**src/rtl/alu_arbiter_pkg.sv**
```systemverilog
// Shared types for the ALU arbiter slice.
//   aluop_t     : 4-bit ALU operation codes understood by alu_file
//   arb_state_t : arbiter FSM states (IDLE -> EXEC -> RESP)
//   idx_w()     : width of a requester index for a given requester count
package alu_arbiter_pkg;

    localparam int ALUOP_W = 4;

    typedef enum logic [ALUOP_W-1:0] {
        ALU_SLL  = 4'd0,
        ALU_SRL  = 4'd1,
        ALU_ADD  = 4'd2,
        ALU_SUB  = 4'd3,
        ALU_AND  = 4'd4,
        ALU_OR   = 4'd5,
        ALU_XOR  = 4'd6,
        ALU_NOR  = 4'd7,
        ALU_SLT  = 4'd8,
        ALU_SLTU = 4'd9
    } aluop_t;

    typedef enum logic [1:0] {
        IDLE = 2'd0,
        EXEC = 2'd1,
        RESP = 2'd2
    } arb_state_t;

    function automatic int idx_w(input int n);
        return (n > 1) ? $clog2(n) : 1;
    endfunction

endpackage

```
**src/rtl/alu_arbiter_if.sv**
```systemverilog
// Requester-side bus of the ALU arbiter.
//   req_i/op_i/a_i/b_i : per-requester request, op code and operands
//   ack_o              : one-hot, one-cycle completion strobe
//   result_o, zero_o, negative_o, overflow_o : registered ALU result and flags
//   busy_o             : arbiter is executing or responding
// Modports: master = requester side, slave = arbiter side.
interface alu_arbiter_if #(
    parameter int NREQ   = 2,
    parameter int WORD_W = 32
);
    logic [NREQ-1:0]             req_i;
    logic [NREQ-1:0][3:0]        op_i;
    logic [NREQ-1:0][WORD_W-1:0] a_i;
    logic [NREQ-1:0][WORD_W-1:0] b_i;
    logic [NREQ-1:0]             ack_o;
    logic [WORD_W-1:0]           result_o;
    logic                        zero_o;
    logic                        negative_o;
    logic                        overflow_o;
    logic                        busy_o;

    modport master (
        output req_i, op_i, a_i, b_i,
        input  ack_o, result_o, zero_o, negative_o, overflow_o, busy_o
    );

    modport slave (
        input  req_i, op_i, a_i, b_i,
        output ack_o, result_o, zero_o, negative_o, overflow_o, busy_o
    );
endinterface

```
**src/rtl/alu_arbiter_rr_picker.sv**
```systemverilog
// Combinational winner selection for the ALU arbiter.
// Build option: ALU_ARB_ROUNDROBIN_EN
//   defined   : round-robin, search starts at (ptr_i+1) mod NREQ and wraps
//   undefined : fixed priority, lowest index wins; no pointer port
// Ports:
//   req_i   : request vector
//   ptr_i   : last granted index (round-robin build only)
//   grant_o : one-hot grant (all zero when no request)
//   idx_o   : index of the granted requester
module alu_arbiter_rr_picker
    import alu_arbiter_pkg::*;
#(
    parameter int NREQ  = 2,
    parameter int IDX_W = idx_w(NREQ)
) (
    input  logic [NREQ-1:0]  req_i,
`ifdef ALU_ARB_ROUNDROBIN_EN
    input  logic [IDX_W-1:0] ptr_i,
`endif
    output logic [NREQ-1:0]  grant_o,
    output logic [IDX_W-1:0] idx_o
);

    logic [IDX_W-1:0] cand;
    logic             found;

    always_comb begin
        grant_o = '0;
        idx_o   = '0;
        cand    = '0;
        found   = 1'b0;
`ifdef ALU_ARB_ROUNDROBIN_EN
        // Offsets 1..NREQ visit every requester once, the last granted one last.
        for (int i = 1; i <= NREQ; i++) begin
            cand = IDX_W'((int'(ptr_i) + i) % NREQ);
            if (!found && req_i[cand]) begin
                found         = 1'b1;
                grant_o[cand] = 1'b1;
                idx_o         = cand;
            end
        end
`else
        for (int i = 0; i < NREQ; i++) begin
            cand = IDX_W'(i);
            if (!found && req_i[cand]) begin
                found         = 1'b1;
                grant_o[cand] = 1'b1;
                idx_o         = cand;
            end
        end
`endif
    end

endmodule

```
**src/rtl/alu_arbiter.sv**
```systemverilog
// Shares one combinational ALU (alu_file) between NREQ requesters.
// IDLE latches the winner's op/operands, EXEC drives the ALU from those latched
// values and captures its result/flags, RESP pulses the winner's ack.
// Build option: ALU_ARB_ROUNDROBIN_EN selects round-robin instead of fixed priority.
// Ports:
//   CLK, nRST       : clock (rising edge), asynchronous active-low reset
//   bus (slave)     : requester handshake, result, flags, busy
//   alu_op_o/a/b    : to the ALU, always from the latched registers
//   alu_out_i, alu_zero_i, alu_neg_i, alu_ovf_i : from the ALU
module alu_arbiter
    import alu_arbiter_pkg::*;
#(
    parameter int NREQ   = 2,
    parameter int WORD_W = 32
) (
    input  logic                CLK,
    input  logic                nRST,
    alu_arbiter_if.slave        bus,
    output logic [ALUOP_W-1:0]  alu_op_o,
    output logic [WORD_W-1:0]   alu_a_o,
    output logic [WORD_W-1:0]   alu_b_o,
    input  logic [WORD_W-1:0]   alu_out_i,
    input  logic                alu_zero_i,
    input  logic                alu_neg_i,
    input  logic                alu_ovf_i
);

    localparam int IDX_W = idx_w(NREQ);

    arb_state_t         state_q, state_d;
    logic [IDX_W-1:0]   gnt_q;
    logic [ALUOP_W-1:0] op_q;
    logic [WORD_W-1:0]  a_q, b_q, result_q;
    logic               zero_q, neg_q, ovf_q;

    logic [NREQ-1:0]    pick_gnt;
    logic [IDX_W-1:0]   pick_idx;
    logic               pick_any;
    logic               latch_en, capture_en, busy_w;
    logic [NREQ-1:0]    ack_w;

`ifdef ALU_ARB_ROUNDROBIN_EN
    logic [IDX_W-1:0]   rr_q;

    // Reset value NREQ-1 makes requester 0 the first search candidate.
    always_ff @(posedge CLK or negedge nRST) begin
        if (!nRST) begin
            rr_q <= IDX_W'(NREQ - 1);
        end else if (latch_en) begin
            rr_q <= pick_idx;
        end
    end
`endif

    alu_arbiter_rr_picker #(
        .NREQ  (NREQ),
        .IDX_W (IDX_W)
    ) u_picker (
        .req_i   (bus.req_i),
`ifdef ALU_ARB_ROUNDROBIN_EN
        .ptr_i   (rr_q),
`endif
        .grant_o (pick_gnt),
        .idx_o   (pick_idx)
    );

    assign pick_any = |pick_gnt;

    // State register
    always_ff @(posedge CLK or negedge nRST) begin
        if (!nRST) begin
            state_q <= IDLE;
        end else begin
            state_q <= state_d;
        end
    end

    // Next-state logic
    always_comb begin
        state_d = state_q;
        case (state_q)
            IDLE:    if (pick_any) state_d = EXEC;
            EXEC:    state_d = RESP;
            RESP:    state_d = IDLE;
            default: state_d = IDLE;
        endcase
    end

    // Output / control decode
    always_comb begin
        latch_en   = 1'b0;
        capture_en = 1'b0;
        busy_w     = 1'b0;
        ack_w      = '0;
        case (state_q)
            IDLE: latch_en = pick_any;
            EXEC: begin
                capture_en = 1'b1;
                busy_w     = 1'b1;
            end
            RESP: begin
                busy_w       = 1'b1;
                ack_w[gnt_q] = 1'b1;
            end
            default: ;
        endcase
    end

    // Operand latch and result capture. Requester inputs are only looked at
    // in IDLE; later changes on them cannot disturb an op in flight.
    always_ff @(posedge CLK or negedge nRST) begin
        if (!nRST) begin
            gnt_q    <= '0;
            op_q     <= '0;
            a_q      <= '0;
            b_q      <= '0;
            result_q <= '0;
            zero_q   <= 1'b0;
            neg_q    <= 1'b0;
            ovf_q    <= 1'b0;
        end else begin
            if (latch_en) begin
                gnt_q <= pick_idx;
                op_q  <= bus.op_i[pick_idx];
                a_q   <= bus.a_i[pick_idx];
                b_q   <= bus.b_i[pick_idx];
            end
            if (capture_en) begin
                result_q <= alu_out_i;
                zero_q   <= alu_zero_i;
                neg_q    <= alu_neg_i;
                ovf_q    <= alu_ovf_i;
            end
        end
    end

    assign alu_op_o       = op_q;
    assign alu_a_o        = a_q;
    assign alu_b_o        = b_q;
    assign bus.ack_o      = ack_w;
    assign bus.busy_o     = busy_w;
    assign bus.result_o   = result_q;
    assign bus.zero_o     = zero_q;
    assign bus.negative_o = neg_q;
    assign bus.overflow_o = ovf_q;

endmodule

```
**src/flat_wrapper.sv**
```systemverilog
// flat-port wrapper written by rule: the top's interface ports become plain ports
module alu_arbiter_flat import alu_arbiter_pkg::*;
#(
    parameter int NREQ   = 2,
    parameter int WORD_W = 32
)
  (CLK, nRST, alu_op_o, alu_a_o, alu_b_o, alu_out_i, alu_zero_i, alu_neg_i, alu_ovf_i, bus_req_i, bus_op_i, bus_a_i, bus_b_i, bus_ack_o, bus_result_o, bus_zero_o, bus_negative_o, bus_overflow_o, bus_busy_o);
  alu_arbiter_if #(.NREQ(NREQ), .WORD_W(WORD_W)) bus_i ();
  input  logic CLK;
  input  logic nRST;
  output logic [ALUOP_W-1:0] alu_op_o;
  output logic [WORD_W-1:0] alu_a_o;
  output logic [WORD_W-1:0] alu_b_o;
  input  logic [WORD_W-1:0] alu_out_i;
  input  logic alu_zero_i;
  input  logic alu_neg_i;
  input  logic alu_ovf_i;
  input wire logic [$bits(bus_i.req_i)-1:0] bus_req_i;
  input wire logic [$bits(bus_i.op_i)-1:0] bus_op_i;
  input wire logic [$bits(bus_i.a_i)-1:0] bus_a_i;
  input wire logic [$bits(bus_i.b_i)-1:0] bus_b_i;
  output wire logic [$bits(bus_i.ack_o)-1:0] bus_ack_o;
  output wire logic [$bits(bus_i.result_o)-1:0] bus_result_o;
  output wire logic [$bits(bus_i.zero_o)-1:0] bus_zero_o;
  output wire logic [$bits(bus_i.negative_o)-1:0] bus_negative_o;
  output wire logic [$bits(bus_i.overflow_o)-1:0] bus_overflow_o;
  output wire logic [$bits(bus_i.busy_o)-1:0] bus_busy_o;
  assign bus_i.req_i = bus_req_i;
  assign bus_i.op_i = bus_op_i;
  assign bus_i.a_i = bus_a_i;
  assign bus_i.b_i = bus_b_i;
  assign bus_ack_o = bus_i.ack_o;
  assign bus_result_o = bus_i.result_o;
  assign bus_zero_o = bus_i.zero_o;
  assign bus_negative_o = bus_i.negative_o;
  assign bus_overflow_o = bus_i.overflow_o;
  assign bus_busy_o = bus_i.busy_o;
  alu_arbiter #(.NREQ(NREQ), .WORD_W(WORD_W)) u_core (.CLK(CLK), .nRST(nRST), .bus(bus_i), .alu_op_o(alu_op_o), .alu_a_o(alu_a_o), .alu_b_o(alu_b_o), .alu_out_i(alu_out_i), .alu_zero_i(alu_zero_i), .alu_neg_i(alu_neg_i), .alu_ovf_i(alu_ovf_i));
endmodule
```
**config.mk**
```make
export PLATFORM = sky130hd
export DESIGN_NAME = alu_arbiter_flat
export DESIGN_NICKNAME = d
export VERILOG_FILES = /design/src/rtl/alu_arbiter_pkg.sv /design/src/rtl/alu_arbiter_if.sv /design/src/rtl/alu_arbiter_rr_picker.sv /design/src/rtl/alu_arbiter.sv /design/src/flat_wrapper.sv
export SDC_FILE = /design/constraint.sdc
export NUM_CORES = 1
export LEC_CHECK = 0
export BUFFER_PORTS_ARGS = -buffer_cell sky130_fd_sc_hd__buf_2
export CORE_MARGIN = 1.5
export CORE_UTILIZATION = 39
export CTS_CLUSTER_SIZE = 16
export DETAILED_ROUTE_END_ITERATION = 8
export GPL_TIMING_DRIVEN = 0
export PLACE_DENSITY = 0.77
export SETUP_SLACK_MARGIN = 0.5
export SLEW_MARGIN = 20
export SYNTH_ARGS = -nofsm -noshare
export SYNTH_HDL_FRONTEND = slang
export SYNTH_SLANG_ARGS = --single-unit
export TNS_END_PERCENT = 100
```
**constraint.sdc**
```tcl
create_clock -name CLK -period 1.52 [get_ports CLK]
set_clock_uncertainty 0.15 [all_clocks]
set_input_delay 0.152 -clock CLK [delete_from_list [all_inputs] [get_ports CLK]]
set_output_delay 0.152 -clock CLK [all_outputs]
set_load 0.005 [all_outputs]
```
After elaboration in Yosys (flattened, before gate mapping)
Cells that the tools add are included.
{ "totals": {"reg_bits": 106, "elab_cells": 37, "out_inout_bits": 106} }
{ "op_classes": {"n_reduce_logical": 6, "eq_ne": 3, "magnitude_cmp": 3, "n_mux": 16} }
{ "op_table": {"columns": ["cell", "n"], "rows": [
  ["32-bit 2-to-1 mux", 4],
  ["4-bit 2-to-1 mux", 2],
  ["1-bit 2-to-1 mux", 6],
  ["1-bit by 2-bit less-than comparator with 1-bit output (second input constant)", 2],
  ["2-bit 2-to-1 mux", 2],
  ["2-bit case mux with 2 select lines", 1],
  ["2-bit OR reduction", 2],
  ["2-bit by 1-bit == test with 1-bit output (second input constant)", 1],
  ["2-bit == test (second input constant)", 1],
  ["1-bit logical AND", 2],
  ["2-bit logical NOT", 1],
  ["2-bit by 1-bit inequality test with 1-bit output (second input constant)", 1],
  ["1-bit demux with 1-bit select", 1],
  ["1-bit greater-or-equal comparator (second input constant)", 1],
  ["1-bit logical NOT", 1]
]} }

Logic depth before layout (Yosys ltp)
Gate-level depths: netlist of the first run.
{ "logic_depth": {"ltp_word": 7, "mapped_depth": 8} }

Cells and area by module
Synthesis of the first run repeated with hierarchy kept, for this count alone.
{ "unflattened": {"cells_unflattened": 313, "hier_area_um2": 4924.7} }
{ "modules_own_cells": {"columns": ["module", "instances", "area_per_inst_um2", "cells_per_inst"], "rows": [
  ["alu_arbiter", 1, 4895.9, 310],
  ["alu_arbiter_rr_picker", 1, 28.8, 3]
]} }

Least setup slack after synthesis of the first run
OpenSTA, ideal clock, no wires.
{ "synth_timing": {"kind": "register -> register", "startpoint": "reg u_core.state_q[0]", "endpoint": "reg u_core.b_q[22] (netlist: u_core.alu_b_o[22])", "stages_incl_launch_ff": 9, "arrival_time_ns": 1.357, "path_slack_ns": -0.113, "setup_ns": 0.126, "required_ns": 1.244, "path_cell_list": "dfrtp_1 > inv_1 > ha_1 > clkbuf_2 > nand2_1 > buf_2 > buf_4 > o22ai_1 > nor2_1"} }
{ "synth_between": {"elab_chain_cells": 2} }
{ "synth_lines": {"columns": ["item", "line_no", "text"], "rows": [
  ["start, declared", "alu_arbiter.sv:30", "arb_state_t state_q, state_d;"],
  ["start signal, assigned", "alu_arbiter.sv:74", "state_q <= state_d;"],
  ["2-bit logical NOT", "alu_arbiter.sv:95", "case (state_q)"],
  ["1-bit 2-to-1 mux", "alu_arbiter.sv:95", null],
  ["end signal, assigned", "alu_arbiter.sv:126", "b_q <= bus.b_i[pick_idx];"],
  ["end, declared", "alu_arbiter.sv:33", "logic [WORD_W-1:0] a_q, b_q, result_q;"]
]} }
No other way between the ends.
A chain may end at the register's enable or synchronous reset.

Worst setup path in the final report of the first run
{ "layout_timing": {"startpoint": "reg u_core.state_q[0]", "endpoint": "reg u_core.b_q[13] (netlist: u_core.alu_b_o[13])"} }
The elaborated chain is that of the path after synthesis.

==> results of run 1 <==
-- power breakdown --
part           total [W]  internal, W  switching (W)  leakage (nW)
combinational     0.0118      0.00632        0.00550          3.08
clock            0.00253      0.00135        0.00118         0.154
sequential       0.00534      0.00429        0.00105          1.21
-- cells by family after synthesis --
group | synth area share [%]
AOI/OAI and AO/OA | 21.7
adders and majority gates | 1.07
buffers and inverters | 4.83
DFF | 56.6
muxes | 8.65
and+or+nand+nor | 7.10
-- Yosys cell counts (all sizes together) --
cell / instances
mux2: 36
or2: 1
nand2b: 7
o32ai: 62
inv: 3
nand2: 3
ha: 4
o22ai: 72
and2: 1
a21oi: 5
clkbuf: 15
dfrtp: 106
buf: 27
nor2: 69
nor2b: 1
-- state kept, by name, summed over array words and instances, names as in the netlist --
register and cells:
u_core.alu_op_o 4, u_core.alu_b_o 32, u_core.bus.result_o 32, u_core.bus.zero_o 1, u_core.state_q 2, u_core.bus.negative_o 1
u_core.gnt_q 1, u_core.alu_a_o 32, u_core.bus.overflow_o 1
-- through the flow --
step                      hold slack [ns]  cells  utilization (%)  setup WS [ns]
after CTS                          -0.439   1038             78.5         -0.126
after global placement              0.234    835             55.8         -0.984
final                              -0.441   1080             85.0         -0.273
after global routing               -0.410   1080             85.0         -0.316
after floorplan                    -0.294    412                -       -0.00714
after detailed placement          -0.0534    836             56.1         -0.263
-- timing repair --
item	4_1_cts	5_1_grt
hold buffers	109	1
pin swaps	11	20
buffers inserted	73	38
endpoints found under the hold margin	209	90
gates resized for setup	90	65
endpoints found under the setup margin	212	212
cloned	4	1
-- routing by layer --
| metal | vias up | part of all wire, % | track usage (%) |
|---|---|---|---|
| met5 | - | 0 | 0 |
| met4 | 0 | 6.6 | 20.3 |
| met3 | 179 | 9.0 | 6.91 |
| met2 | 558 | 51 | 64.2 |
| met1 | 3161 | 33 | 36.3 |
| li1 | 2633 | - | - |
-- worst paths after layout --
path | start | endpoint | slack, ns | cells after the start
setup / recovery | u_core.state_q[0] | u_core.alu_b_o[13] | -0.27 | 7
hold / removal | nRST | u_core.bus.result_o[3] | -0.44 | 1
setup reg to reg | u_core.state_q[0] | u_core.alu_b_o[13] | -0.27 | 7
hold reg to reg | u_core.bus.result_o[5] | u_core.bus.result_o[5] | 0.37 | 1
max in group asynchronous | nRST | u_core.alu_b_o[27] | 0.99 | 2
min in group CLK | bus_b_i[32] | u_core.alu_b_o[0] | -0.05 | 3
-- layout make-up --
| class | count | area share [%] |
|---|---|---|
| plain buffers | 42 | 4.90 |
| well taps | 143 | 1.82 |
| repair buffers | 506 | 35.4 |
| multi-input cells | 262 | 27.6 |
| flip-flops and latches | 106 | 27.0 |
| inverters | 3 | 0.115 |
| clock inverters | 6 | 0.713 |
| clock buffers | 10 | 2.43 |
| diodes | 2 | 0.0509 |
==> qor.txt, run 1 <==
final WL - 26.1 mm
vias per std cell - 6.05
Critical Path Most Common Cell - clkbuf_16
Buffers & Inverters on Critical Path - 3
fin nets - 1109
Max clock buf depth - 2
status - finished, violations left
Pwr Density - 2010 mW/mm2
vias after detailed routing - 6531
DRC viols - 0
Hold Violations, Final - 148
vias in the first global route - 6406
initial antenna violation count - 3
Starting Density - 40.5%
crit end category - register
gpl congestion - 0.801
fin crit share - 118%
Final Max Slew Viols - 0
Max VDD drop - 0.00127 V
Cell Chain, Critical Path - inv_2, ha_4, clkbuf_16, nand2_8, clkbuf_16, o32ai_4, nor2_1
H-tree levels - 3
Syn Area/Cell - 11.4 um2
final worst slack - -0.273 ns
count of input and output buffers - 280
Clock Sinks - 106
synthesized area - 0.00469 mm2
Setup TNS - -13.41 ns
Die Y - 113 um
layout cell share with drive strength beyond 1 - 63.3%
I/O Pins - 281
Worst Path Max Fanout - 5
CP required - 1.60 ns
commonest non-fill, non-tap cell in the layout - buf_2
fin area - 0.00983 mm2
Clock transition at path regs - 0.09 ns
Critical Path AT - 1.88 ns
Lkg Pwr - 4.45 nW
CTS tree - yes
initial drt markers - 700
crit path kind - register to register
number of placement rows - 39
synthesized instance count - 412
area leader, netlist - dfrtp_1
slowest stage delay, CP - 0.41 ns
1st-pass router iterations - 8
Area Growth Syn to Fin - 110%
slowest CP cell - dfrtp_1
Multi-input gate area - 0.00271 mm2
first-pass GRT wire length - 33.8 mm
Synth Register Bits - 106
DP Area - 0.00649 mm2
full die area - 0.0127 mm2
fmax - 558 MHz
failing checks - hold timing, setup timing
Hold WS - -0.441 ns
crit path time final - 1.79 ns
setup violators final - 105
worst rel slew slack - 27.6%
Sequential Area - 0.00265 mm2
Yosys top cell area share - 56.6%
Post-DP HPWL - 11.8 mm
startpoint types - register
Antenna Violating Nets Remaining - 0
RSZ-0062 raised after global routing - yes
routed len/inst - 24.2 um
dominant cells by area after synthesis - dfrtp_1, o32ai_1, o22ai_1, mux2_2, nor2_1
GRT overflow - 0
GRT Total Usage - 34.7%
clock tree root driver cell - clkbuf_16
most frequent cells in the layout - buf_2, buf_4, dlygate4sd3_1, dfrtp_1, nor2_1
Clock Latency Late Sink - 0.35 ns
Distinct cells, synth - 19
Hold Path Class - primary input to asynchronous set/reset pin
Synthesized Nets - 591
sequential element share of the synthesized area - 56.6%
CTS Buf Count - 9
maximum number of pins on one net before global-route repair - 65
die span in x - 113 um
Pwr Total - 0.0197 W
total core area - 0.0116 mm2
Worst-Margin Slew - 1.09 ns
max_cap viols - 0
Warnings, synthesis - 0
filler instances - 514
crit-path leading delay family - buffers and inverters
(Power assumes the default switching activity.)
==> run 2, diff against run 1 <==
--- a/config.mk
+++ b/config.mk
@@ -7,14 +7,15 @@
 export LEC_CHECK = 0
 export BUFFER_PORTS_ARGS = -buffer_cell sky130_fd_sc_hd__buf_2
 export CORE_MARGIN = 1.5
-export CORE_UTILIZATION = 39
-export CTS_CLUSTER_SIZE = 16
+export CORE_UTILIZATION = 40
+export CTS_CLUSTER_SIZE = 10
 export DETAILED_ROUTE_END_ITERATION = 8
 export GPL_TIMING_DRIVEN = 0
-export PLACE_DENSITY = 0.77
+export PLACE_DENSITY = 0.78
 export SETUP_SLACK_MARGIN = 0.5
 export SLEW_MARGIN = 20
 export SYNTH_ARGS = -nofsm -noshare
 export SYNTH_HDL_FRONTEND = slang
+export SYNTH_HIERARCHICAL = 1
 export SYNTH_SLANG_ARGS = --single-unit
 export TNS_END_PERCENT = 100
==> run 2 against run 1 <==
The run still ends with hold timing, setup timing left; fmax is 3.0% higher; synthesized cell count fell by 24%; sequential cell count stayed put; worst hold slack better by 0.019 ns; combinational power shrank 32%; cell count decreased by 20%; non-clock buffer count is 138 lower; clock power hardly changed; routed wire length fell by 42%; largest cell class unchanged; highest routed layer unchanged.
==> qor.txt, run 2 <==
reg2reg path depth - 7 (unchanged)
Max VDD drop - 0.000893 V (-30%)
synthesized instance count - 313 (-24%)
asr flop ratio synth - 100% (unchanged)
Clock transition at path regs - 0.08 ns (about the same)
synthesized area - 0.00492 mm2 (+5.1%)
Die Y - 114 um (+1.2%)
Pwr Density - 1890 mW/mm2 (-5.6%)
sequential element share of the synthesized area - 53.9% (-2.7 points)
RSZ-0062 raised after global routing - yes
CP required - 1.60 ns (about the same)
Distinct cells, synth - 15 (-4)
Hold Violations, Final - 106 (-28%)
GRT overflow - 0 (unchanged)
Yosys top cell area share - 53.9% (-2.7 points)
crit path time final - 1.74 ns (-0.0522 ns)
# diodes - 0 (-2)
full die area - 0.0130 mm2 (+2.4%)
largest family of logic cells by synthesized area - multiplexers
reg-to-reg critical path startpoint - u_core/state_q[1]
dominant cells by area after synthesis - dfrtp_1, mux2_2, mux2_4, buf_2, buf_6
core occupancy in the finished layout - 68.6% (-16 points)
Clock Sinks - 106 (unchanged)
GRT Total Usage - 21.3% (-13 points)
fmax - 574 MHz (+3.0%)
fin nets - 891 (-20%)
Worst Path Max Fanout - 6 (+1)
Synth top cells by count - mux2_2, dfrtp_1, mux2_4, buf_2, buf_6
final worst slack - -0.221 ns (+0.0522 ns)
H-tree levels - 3 (unchanged)
Synthesized Nets - 492 (-17%)
Syn Area/Cell - 15.7 um2 (+38%)
DRC viols - 0 (unchanged)
gpl congestion - 0.748 (-6.6%)
initial antenna violation count - 0 (-3)
r2r setup slk - -0.22 ns (+0.05 ns)
Post-Synth Simple-Gate Area - 0.686% (-6.4 points)
pre-CTS WS - -0.301 ns (-0.0382 ns)
layout cell share with drive strength beyond 1 - 79.6% (+16 points)
busiest layer in global routing - met2
setup violators final - 106 (+0.95%)
vias after detailed routing - 4102 (-37%)
most frequently used flop master after synthesis - dfrtp_1
1st-pass router iterations - 4 (-4)
Hold WS - -0.422 ns (+0.0187 ns)
Hold Path Class - primary input to asynchronous set/reset pin
crit end category - register
Final Max Slew Viols - 0 (unchanged)
die span in x - 114 um (+1.2%)
worst rel slew slack - 70.1% (+43 points)
Synth Area in Adders - 1.02% (-0.052 points)
GR Util met3 - 3.77% (-3.1 points)
I/O Pins - 281 (unchanged)
fin crit share - 115% (-3.4 points)
Critical Path AT - 1.82 ns (-0.06 ns)
post-synthesis mux area share - 41.0% (+32 points)
number of placement rows - 40 (+2.6%)
Starting Density - 41.0% (+0.48 points)
CTS Buf Count - 9 (unchanged)
vias in the first global route - 4332 (-32%)
Critical R2R Capture - u_core/alu_a_o[12]
Synth Register Bits - 106 (unchanged)
clock tree root driver cell - clkbuf_16
compound-gate portion of the synthesized area - 0.330% (-21 points)
met2 Use GR - 41.5% (-23 points)
area leader, netlist - dfrtp_1
max_cap viols - 0 (unchanged)
EDFF count, synth - 0 (unchanged)
Antenna Violating Nets Remaining - 0 (unchanged)
final WL - 15.0 mm (-42%)
maximum number of pins on one net before global-route repair - 62 (-4.6%)
routed len/inst - 17.4 um (-28%)
Clock Latency Late Sink - 0.34 ns (about the same)
count of input and output buffers - 280 (unchanged)
met1 Resource Use GR - 22.3% (-14 points)
filler instances - 843 (+64%)
CTS tree - yes
Post-DP HPWL - 9.65 mm (-18%)
most frequent cells in the layout - buf_2, mux2_2, dfrtp_1, buf_4, mux2_4
initial drt markers - 136 (-81%)
hold_buf cts - 35 (-68%)
Lkg Pwr - 4.13 nW (-7.2%)
Warnings, synthesis - 6 (+6)
Area Growth Syn to Fin - 67.4%
startpoint types - register
Max clock buf depth - 2 (unchanged)
commonest non-fill, non-tap cell in the layout - buf_2
Worst-Margin Slew - 0.448 ns (-0.638 ns)
crit path kind - register to register
Post-Synth XOR/XNOR Area - 0% (unchanged)
failing checks - hold timing, setup timing
vias per std cell - 4.75 (-21%)
status - finished, violations left
most common cell in the netlist - mux2_2
total core area - 0.0120 mm2 (+3.9%)
first-pass GRT wire length - 21.2 mm (-37%)
run 2: kinds of logic after synthesis:
logic type / count (synthesis)
multiplexers: 173
flip-flops: 106
buffers and inverters: 24
adder cells (fa/ha/maj): 4
AND/OR/NAND/NOR: 4
AO/OA/AOI/OAI: 2
run 2: area by class of cell:
cell class / instances / area [um2] / area share, %
inverters: 2 / 7.51 / 0.0910
plain buffers: 22 / 267 / 3.23
flip-flops and latches: 106 / 2650 / 32.2
well taps: 147 / 184 / 2.23
multi-input cells: 183 / 2290 / 27.7
repair buffers: 388 / 2530 / 30.7
clock inverters: 5 / 85.1 / 1.03
clock buffers: 11 / 233 / 2.82
run 2: how the worst max path moves through the flow:
stage                           start                 end  slack, ns  cells past startpoint
floorplan           u_core/state_q[0]  u_core/alu_a_o[10]      -0.16                      7
global placement                 nRST  u_core/alu_b_o[14]      -0.96                      1
detailed placement  u_core/state_q[0]  u_core/alu_b_o[20]      -0.30                      6
CTS                 u_core/state_q[0]  u_core/alu_b_o[23]      -0.22                      7
global route        u_core/state_q[1]  u_core/alu_a_o[10]      -0.26                      7
finish              u_core/state_q[1]  u_core/alu_a_o[12]      -0.22                      7
run 2: critical path: stages (launching register included):
cell	delay (ns)
dfrtp_1	0.40
inv_2	0.10
ha_4	0.14
o21a_4	0.14
buf_8	0.13
buf_8	0.13
clkbuf_16	0.15
mux2_4	0.29
run 2: stage by stage:
| step | hold WS (ns) | instances | setup TNS (ns) | power, W | area, um2 |
|---|---|---|---|---|---|
| after floorplan | -0.294 | 313 | -7.59 | 0.00801 | 5000 |
| after global placement | 0.235 | 740 | -119.74 | 0.0101 | 6590 |
| after detailed placement | -0.0395 | 741 | -21.21 | 0.0104 | 6620 |
| after CTS | -0.415 | 838 | -15.83 | 0.0143 | 7800 |
| after global routing | -0.401 | 864 | -20.25 | 0.0164 | 8250 |
| final | -0.422 | 864 | -15.52 | 0.0156 | 8250 |
run 2: metal layers:
metal	routed length [um]	up-vias
li1	-	1922
met5	0	-
met2	8410	165
met4	352	0
met1	5570	1992
met3	701	23
run 2: timing repair:
item | 4_1_cts | 5_1_grt
buffers inserted | 44 | 18
pin swaps | 0 | 1
setup endpoints to repair | 211 | 212
resized for setup | 29 | 34
endpoints found under the hold margin | 101 | 45
gates cloned | 2 | 8
run 2: power breakdown:
group / leakage [nW] / internal, W / switching (W)
registers: 1.24 / 0.00428 / 0.000774
clock network: 0.151 / 0.00146 / 0.00105
logic: 2.73 / 0.00529 / 0.00276
total: 4.13 / 0.0110 / 0.00458
==> run 3, diff against run 2 <==
--- a/config.mk
+++ b/config.mk
@@ -6,12 +6,13 @@
 export NUM_CORES = 1
 export LEC_CHECK = 0
 export BUFFER_PORTS_ARGS = -buffer_cell sky130_fd_sc_hd__buf_2
+export CORE_ASPECT_RATIO = 0.9
 export CORE_MARGIN = 1.5
-export CORE_UTILIZATION = 40
+export CORE_UTILIZATION = 44
 export CTS_CLUSTER_SIZE = 10
 export DETAILED_ROUTE_END_ITERATION = 8
 export GPL_TIMING_DRIVEN = 0
-export PLACE_DENSITY = 0.78
+export PLACE_DENSITY = 0.81
 export SETUP_SLACK_MARGIN = 0.5
 export SLEW_MARGIN = 20
 export SYNTH_ARGS = -nofsm -noshare
==> constraint.sdc (replaced) <==
create_clock -name CLK -period 1.8 [get_ports CLK]
set_clock_uncertainty 0.15 [all_clocks]
set_input_delay 0.18 -clock CLK [delete_from_list [all_inputs] [get_ports CLK]]
set_output_delay 0.18 -clock CLK [all_outputs]
set_load 0.005 [all_outputs]
==> run 3 against run 2 <==
The flow finishes with violations (setup timing); routed wire length down 4.3%; sequential share of layout area up 0.73 points; first-iteration DRC count down 23%; core utilization up 5.6 points; clock power down 13%; global-route usage up 0.41 points; power down 18%; fmax down 3.6%; cell count down 4.6%; critical path type unchanged; critical endpoint is now u_core/alu_a_o[11].
==> qor.txt, run 3 (synthesized netlist as in run 2, its figures left out) <==
Pwr Density - 1590 mW/mm2 (-16%)
gpl congestion - 0.706 (-5.6%)
crit-path leading delay family - buffers and inverters
1st-pass router iterations - 4 (unchanged)
Clock Latency Late Sink - 0.33 ns (about the same)
DP Area - 0.00661 mm2 (-0.13%)
Cell Chain, Critical Path - inv_2, ha_4, o21a_1, buf_6, buf_8, buf_12, buf_12, mux2_4
initial antenna violation count - 0 (unchanged)
CP Launch Point - u_core/state_q[0]
r2r setup slk - -0.005 ns (+0.22 ns)
DRC viols - 0 (unchanged)
final WL - 14.4 mm (-4.3%)
Max clock buf depth - 2 (unchanged)
die span in x - 115 um (+0.49%)
max_cap viols - 0 (unchanged)
first-pass GRT wire length - 19.8 mm (-6.4%)
# diodes - 0 (unchanged)
Multi-input gate area - 0.00238 mm2 (+4.3%)
fin nets - 846 (-5.1%)
Post-DP HPWL - 9.12 mm (-5.5%)
number of placement rows - 36 (-10%)
Critical R2R Capture - u_core/alu_a_o[11]
clock tree root driver cell - clkbuf_16
initial drt markers - 105 (-23%)
slowest stage delay, CP - 0.40 ns (about the same)
Worst-Margin Slew - 0.439 ns (-0.00921 ns)
pre-CTS WS - -0.111 ns (+0.190 ns)
Antenna Violating Nets Remaining - 0 (unchanged)
count of input and output buffers - 280 (unchanged)
I/O Pins - 281 (unchanged)
CTS tree - yes
Final Max Slew Viols - 0 (unchanged)
crit path kind - register to register
maximum number of pins on one net before global-route repair - 63 (+1.6%)
CP required - 1.88 ns (+0.28 ns)
Clock transition at path regs - 0.08 ns (about the same)
crit path time final - 1.81 ns (+0.0648 ns)
Worst Path Max Fanout - 5 (-1)
layout cell share with drive strength beyond 1 - 78.4% (-1.2 points)
GRT Total Usage - 21.7% (+0.41 points)
Critical Path AT - 1.88 ns (+0.06 ns)
Hold Violations, Final - 0 (-100%)
crit end category - register
Starting Density - 45.4% (+4.4 points)
status - finished, violations left
fin area - 0.00806 mm2 (-2.2%)
Die Y - 103 um (-9.3%)
Lkg Pwr - 4.02 nW (-2.5%)
Buffers & Inverters on Critical Path - 5 (+1)
Critical Path Stages - 8 (+1)
Sequential Area - 0.00265 mm2 (unchanged)
vias after detailed routing - 3942 (-3.9%)
Critical Path Most Common Cell - buf_12
setup violators final - 1 (-99%)
full die area - 0.0118 mm2 (-8.9%)
most frequent cells in the layout - buf_2, dfrtp_1, mux2_2, mux2_4, dlygate4sd3_1
Hold Path Class - primary input to register
slowest CP cell - dfrtp_1
routed len/inst - 17.5 um (+0.32%)
vias in the first global route - 4058 (-6.3%)
GRT overflow - 0 (unchanged)
reg-to-reg critical path startpoint - u_core/state_q[0]
H-tree levels - 3 (unchanged)
Max VDD drop - 0.000843 V (-5.6%)
Area Growth Syn to Fin - 63.7%
commonest non-fill, non-tap cell in the layout - buf_2
vias per std cell - 4.78 (+0.76%)
fmax - 554 MHz (-3.6%)
fin crit share - 100% (-14 points)
filler instances - 684 (-19%)
Clock Sinks - 106 (unchanged)
total core area - 0.0109 mm2 (-9.6%)
RSZ-0062 raised after global routing - yes
final worst slack - -0.00545 ns (+0.215 ns)
CTS Buf Count - 9 (unchanged)
startpoint types - register
CP endpoint - u_core/alu_a_o[11]
reg2reg path depth - 8 (+1)
worst rel slew slack - 70.7% (+0.61 points)
failing checks - setup timing
[run 3: changes by cell type in the layout (fill, tap and decap cells not counted), sizes merged]
cell and delta:
buf -42, clkbuf -5, clkinv +1, dlygate4sd3 +1
[run 3: how the worst min path moves through the flow]
stage	start	to	slack, ns	cells past startpoint
3_3_place_gp	alu_ovf_i	u_core/bus.overflow_o	0.26	2
4_1_cts	bus_b_i[41]	u_core/alu_b_o[9]	0.04	3
5_1_grt	bus_a_i[13]	u_core/alu_a_o[13]	0.04	3
6_report	bus_a_i[45]	u_core/alu_a_o[13]	0.04	3
3_5_place_dp	nRST	u_core/bus.result_o[21]	-0.02	1
2_1_floorplan	nRST	u_core/alu_a_o[0]	-0.27	0
[run 3: power breakdown]
group,internal [W],switching [W]
logic,0.00414,0.00221
clock network,0.00128,0.000909
registers,0.00362,0.000704
[run 3: worst register-to-register path: stages (launching register included)]
cell and delay, ns:
dfrtp_1 0.40, inv_2 0.10, ha_4 0.14, o21a_1 0.13
buf_6 0.12, buf_8 0.12, buf_12 0.12, buf_12 0.11
mux2_4 0.30
[run 3: what timing repair did]
| item | in CTS | in global routing |
|---|---|---|
| hold buffers | 36 | 0 |
| resized for setup | 44 | 51 |
| endpoints found under the hold margin | 79 | 0 |
| cloned | 4 | 3 |
| setup buffers | 14 | 5 |
| endpoints found under the setup margin | 108 | 108 |
| pin swaps | 1 | 1 |
[run 3: metal layers]
layer	share of wire [%]	global-route usage, %
met5	0	0
met4	2.2	8.27
met3	5.1	3.55
met2	54	41.2
met1	39	24.7
[run 3: layout make-up]
cell class | count | area share [%]
clock inverter | 6 | 1.20
multi-input combinational | 183 | 29.6
sequential | 106 | 32.9
timing repair buffer | 343 | 27.5
clock buffer | 10 | 2.96
buffer | 22 | 3.45
tap | 152 | 2.36
inverter | 2 | 0.0931
[run 3: through the flow]
step,std cells,hold WS (ns),setup TNS (ns),util [%],total power (W)
after floorplan,313,-0.266,0,-,0.00674
after global placement,745,0.263,-71.63,60.6,0.00852
after detailed placement,746,-0.0173,-4.38,60.9,0.00872
after CTS,816,0.0366,0,71.5,0.0120
after global routing,824,0.0387,-0.484,74.3,0.0135
final,824,0.0446,-0.00545,74.3,0.0129
